===== src/rtl/clk_div_prog.sv =====
// Runtime-programmable integer clock divider: registered clk_out waveform, period-start tick,
// and divisor changes that take effect only at period boundaries.
module clk_div_prog #(
    parameter int CNT_W       = 8,
    parameter int DEFAULT_DIV = 4
) (
    input  logic             clk,
    input  logic             rst_n,
    input  logic             en,
    input  logic [CNT_W-1:0] div_val,
    input  logic             div_load,
    output logic             clk_out,
    output logic             tick,
    output logic [CNT_W-1:0] div_cur,
    output logic             div_err
);

    localparam logic [CNT_W-1:0] DIV_RST = CNT_W'(DEFAULT_DIV);
    localparam logic [CNT_W-1:0] DIV_MIN = CNT_W'(2);

    generate
        if (DEFAULT_DIV < 2 || DEFAULT_DIV > (2 ** CNT_W) - 1) begin : g_bad_default_div
            $error("clk_div_prog: DEFAULT_DIV must lie in 2..2^CNT_W-1");
        end
    endgenerate

    logic [CNT_W-1:0] cnt;
    logic [CNT_W-1:0] pending;
    logic             run;
    logic             pend_vld;

    logic [CNT_W:0]   cnt_inc;
    logic [CNT_W-1:0] half;
    logic             boundary;
    logic             load_ok;
    logic             load_bad;

    // cnt+1 carries an extra bit so N = 2^CNT_W-1 compares without overflow
    assign cnt_inc  = {1'b0, cnt} + 1'b1;
    assign half     = div_cur >> 1;
    assign boundary = en && (!run || (cnt_inc == {1'b0, div_cur}));
    assign load_ok  = div_load && (div_val >= DIV_MIN);
    assign load_bad = div_load && (div_val < DIV_MIN);

    always_ff @(posedge clk) begin
        if (!rst_n) begin
            cnt      <= '0;
            run      <= 1'b0;
            clk_out  <= 1'b0;
            tick     <= 1'b0;
            div_err  <= 1'b0;
            div_cur  <= DIV_RST;
            pend_vld <= 1'b0;
        end else begin
            div_err <= load_bad;

            // A boundary consumes the value pending before this edge; a same-edge load re-arms it
            if (boundary && pend_vld) begin
                div_cur  <= pending;
                pend_vld <= 1'b0;
            end
            if (load_ok) begin
                pend_vld <= 1'b1;
            end

            if (!en) begin
                run     <= 1'b0;
                cnt     <= '0;
                clk_out <= 1'b0;
                tick    <= 1'b0;
            end else if (boundary) begin
                run     <= 1'b1;
                cnt     <= '0;
                clk_out <= 1'b1;
                tick    <= 1'b1;
            end else begin
                cnt     <= cnt_inc[CNT_W-1:0];
                clk_out <= (cnt_inc < {1'b0, half});
                tick    <= 1'b0;
            end
        end
    end

    // Pending divisor is only meaningful while pend_vld is set, so it carries no reset
    always_ff @(posedge clk) begin
        if (load_ok) begin
            pending <= div_val;
        end
    end

endmodule


===== config.mk =====
export PLATFORM = sky130hd
export DESIGN_NAME = clk_div_prog
export DESIGN_NICKNAME = d
export VERILOG_FILES = /design/src/rtl/clk_div_prog.sv
export SDC_FILE = /design/constraint.sdc
export NUM_CORES = 1
export LEC_CHECK = 0
export CAP_MARGIN = 25
export CORE_MARGIN = 2
export CORE_UTILIZATION = 60
export DETAILED_ROUTE_END_ITERATION = 8
export DONT_BUFFER_PORTS = 1
export PLACE_DENSITY = 0.76
export SETUP_SLACK_MARGIN = 0.02
export SKIP_CTS_REPAIR_TIMING = 1
export SYNTH_ARGS = -nofsm -noshare
export SYNTH_HDL_FRONTEND = slang
export SYNTH_SLANG_ARGS = --single-unit

===== constraint.sdc =====
create_clock -name clk -period 5.8 [get_ports clk]
set_input_delay 0.29 -clock clk [delete_from_list [all_inputs] [get_ports clk]]
set_output_delay 0.29 -clock clk [all_outputs]
set_load 0.005 [all_outputs]

**Word level (Yosys, flattened, before mapping)**

Cells that the tools add are included.

- ROM bits: 0
- Memories kept: 0
- Latch bits: 0
- Memory bits (writable): 0
- Flip-flop bits (word level): 29
- Output and inout port bits: 11
- Input port bits: 12
- Word-level logic and storage cells: 28

- Div/mod/pow operators: 0
- Eq/ne operators: 1
- Add/subtract/negate cells: 1
- Multiply operators: 0
- Mux-type cells: 4
- Reduce and logical (&&, ||, !) cells: 9
- Order comparisons: 3
- Shift operators: 0
- Bitwise operators: 2

Operators with widths:

| kind | count |
|---|---|
| adder 8 x 1 -> 9 bit, second input constant | 1 |
| equality test 9 x 8 -> 1 bit | 1 |
| < comparator 9 x 7 -> 1 bit | 1 |
| >= comparator 8 x 2 -> 1 bit, second input constant | 1 |
| < comparator 8 x 2 -> 1 bit, second input constant | 1 |
| logical AND 1 bit | 4 |
| two-way mux 1 bit | 4 |
| OR reduction 3 bit | 1 |
| NOT 1 bit | 2 |
| AND reduction 2 bit | 1 |
| nonzero test 2 bit | 1 |
| zero test 1 bit | 1 |
| logical OR 1 bit | 1 |

**Longest topological paths before layout**

- Word-level depth: 7
- Depth in mapped cells: 10
- Mapped depth without buffers: 9

**Worst setup path before layout**

OpenSTA, ideal clock, no wires.

- Path type: register to register
- From: reg cnt[0]
- To: reg div_cur[2]
- Data required time: 5680 ps
- Data arrival time: 2083 ps
- Setup slack: 3597 ps
- Period minus slack after synthesis: 2203 ps
- Stages on the path, launching flop included: 8
- Path buffers: 1
- Setup time: 120 ps
- Path through: dfxtp_1 -> and3_1 -> buf_6 -> xnor2_2 -> a222oi_1 -> or4b_4 -> o211a_1 -> a211o_1

- Word-level cells in the longest chain between the ends: 5

RTL lines:

| what | line | RTL |
|---|---|---|
| start: declaration | 27 | `logic [CNT_W-1:0] cnt;` |
| start signal: assignment | 77 | `cnt <= cnt_inc[CNT_W-1:0];` |
| adder 8 x 1 -> 9 bit | 39 | `assign cnt_inc = {1'b0, cnt} + 1'b1;` |
| equality test 9 x 8 -> 1 bit | 41 | `assign boundary = en && (!run \|\| (cnt_inc == {1'b0, div_cur}));` |
| logical OR 1 bit | 41 |  |
| logical AND 1 bit | 41 |  |
| logical AND 1 bit | 58 | `if (boundary && pend_vld) begin` |
| end signal: assignment | 59 | `div_cur <= pending;` |
| end: declaration | 14 | `output logic [CNT_W-1:0] div_cur,` |

Every way passes these cells.
A chain may end at the register's enable or synchronous reset.

**Worst setup path in the final report**

- From: reg cnt[0]
- To: reg div_cur[4]

The elaborated chain is that of the path after synthesis.

==> flow_metrics.tcl <==
set metrics [dict create \
    reg2reg_depth 7 \
    slew_viol_final 0 \
    nNetsFinal 173 \
    fp.dieH_um 53.4 \
    clock_latency_ns 0.32 \
    async_flop_share_pct 0 \
    power_switching_w 0.0000881 \
    die_area_um2 2860 \
    h-tree-depth 2 \
    syn_area_um2 1470 \
    setup_slack_ns 3.35 \
    drt_iter0_markers 31 \
    crit_arrival_ns 2.70 \
    dr.pass1.iters 4 \
    clk_path_buf_depth 2 \
    via_per_inst 5.97 \
    rr_endpoint "div_cur[4]" \
    period_share_pct 42.2 \
    drtAntennaViolNets 0 \
    syn_inst 152 \
    num_rows 17 \
    p_seq_share_pct 55.8 \
    synth_cell_types 41 \
    holdCritPathClass "primary input to flop" \
    wire_per_inst_um 15.7 \
    hold_viol_final 0 \
    sw_frac_of_total_pct 22.0 \
    synth_most_common_cell "dfxtp_1" \
    outcome "completed" \
    yosysWarnings 0 \
    seq_area_frac_synth_pct 45.1 \
    grt_overflow 0 \
    finalWirelength_um 2870 \
    tritoncts "built" \
    regToRegSetupSlack_ns 3.35 \
    dp_slack_ns 3.36 \
    power.density_nw_per_um2 257 \
    io_pins 23 \
    p_clk_share_pct 38.8 \
    finalSetupTns_ns 0 \
    cp.required_ns 6.05 \
    startpoint_type "flop" \
    grt_first_pass_wirelength_um 4610 \
    min-delay-start "div_val[1]" \
    grt_pass1_vias 1012 \
    p_int_w 0.000312 \
    relSlewSlack_pct 72.3 \
    die_w_um 53.4 \
    holdPathStages 0 \
    cp-end-kind "flop" \
    finalSetupViolations 0 \
    synth_edf_count 8 \
    syn_nets 171 \
    io_buffers 0 \
    hpwl_um 2210 \
    gp_congestion 0.850 \
    vias 1092 \
    synthToLayoutAreaGrowth_pct 6.23 \
    synth_top_flop_cell "dfxtp_1" \
    synth_area_leader_cell "dfxtp_1" \
    layout_min_cycle_time_ns 2.45 \
    r2r_start "cnt[0]" \
    leakagePower_nw 0.601 \
    core_area_um2 2250 \
    tightest_slew_ns 0.414 \
    path_clk_slew_ns 0.09 \
    syn_area_per_cell_um2 9.65 \
    synth_top_area_share_pct 28.7 \
    antenna_cells 0 \
    clkSinkCount 29 \
    skew_ns 0.00643 \
    hold_end "pending[1]" \
    max_freq_mhz 409 \
    irDropWorstVdd_uv 268 \
    rsz0062_at_grt "false" \
    grt_util_all_layers_pct 23.2 \
    numCtsBuffers 5 \
    drc 0 \
    cp_max_fo 8 \
    synth.ff_latch_count 29 \
    synth_area_leaders "dfxtp_1 (29%), edfxtp_1 (16%), ha_1 (6.0%)" \
    timing_worst_setup_path_type "flop to flop" \
    antenna_found_initial 0 \
    fillers 183 \
    grt_max_degree 19 \
    initial_core_util_pct 65.0 \
    synth.top_cells.by_count "dfxtp_1 (21), nand2_1 (19), inv_1 (12), nor2_1 (12), edfxtp_1 (8)" \
    holdWs_ns 0.0563 \
    fin_total_pwr_w 0.000400 \
    maxCapViolations 0 \
    cts_root_buffer "clkbuf_4" \
    p_comb_share_pct 5.4 \
    drive_gt1_share_pct 7.74 \
]
power by group through the flow:
stage               combinational (W)  sequential, W  clock (W)
global route                0.0000240       0.000225   0.000165
finish                      0.0000215       0.000224   0.000155
global placement            0.0000207       0.000228          0
detailed placement          0.0000213       0.000228          0
CTS                         0.0000215       0.000224   0.000158
floorplan                   0.0000190       0.000226          0
worst max-delay path by stage:
stage,end,depth (start not counted),from,slack (ns)
after floorplan,div_cur[2],7,cnt[0],3.60
after global placement,cnt[3],7,cnt[0],3.41
after detailed placement,div_cur[4],7,cnt[0],3.36
after CTS,div_cur[4],7,cnt[0],3.33
after global routing,div_cur[7],7,cnt[0],3.18
final,div_cur[4],7,cnt[0],3.35
placed cells by master, fill, tap and decap left out, drive strengths merged, types with 2 or more instances in the layout:
cell type and n:
dfxtp 21, nand2 19, inv 12, nor2 12
edfxtp 8, mux2i 7, ha 7, clkbuf 7
nand3 6, xnor2 6, o21ai 5, and3 4
nor2b 4, xor2 3, and2 3, o2111ai 3
o21a 3, nand4 2, a211o 2, a21oi 2
a31oi 2, o32a 2, o211ai 2
metrics by stage:
stage | cell area [um2] | cells | utilization [%]
after CTS | 1560 | 183 | 69.1
final | 1560 | 183 | 69.1
after floorplan | 1470 | 152 | -
after detailed placement | 1470 | 175 | 65.4
after global routing | 1560 | 183 | 69.1
after global placement | 1470 | 175 | 65.4
final cells by class:
type                            count  area (um2)  share of cell area, %
Multi-Input combinational cell    106         733                   47.1
Sequential cell                    29         661                   42.4
Clock buffer                        7        76.3                   4.90
Inverter                           12        45.0                   2.89
Tap cell                           28        35.0                   2.25
Clock inverter                      1        7.51                  0.482
state kept, by name (all words and copies together), names as in the netlist:
register  cells
tick          1
clk_out       1
pending       8
div_cur       8
run           1
div_err       1
pend_vld      1
cnt           8
layer usage:
metal | vias up | global-route usage [%] | share of wire (%)
li1 | 538 | - | -
met1 | 511 | 29.1 | 45
met2 | 38 | 36.6 | 47
met3 | 5 | 7.63 | 7.1
met4 | 0 | 8.97 | 1.3
met5 | - | 0 | 0
critical path, cell delays in order, from the launching register on:
cell      delay, ns
dfxtp_1        0.42
ha_1           0.27
nand2_1        0.16
nor2_1         0.20
o211ai_1       0.13
or4b_4         0.59
o21ai_4        0.35
mux2i_1        0.25
logic make-up after synthesis:
family	after synthesis	synth area share, %
xor+xnor	9	5.89
fa+ha+maj	7	5.97
compound gates	27	14.7
simple gates	56	18.7
flops	29	45.1
buf+inv	17	4.95
mux	7	4.78
Note: power is estimated with default switching activity, not from simulation.
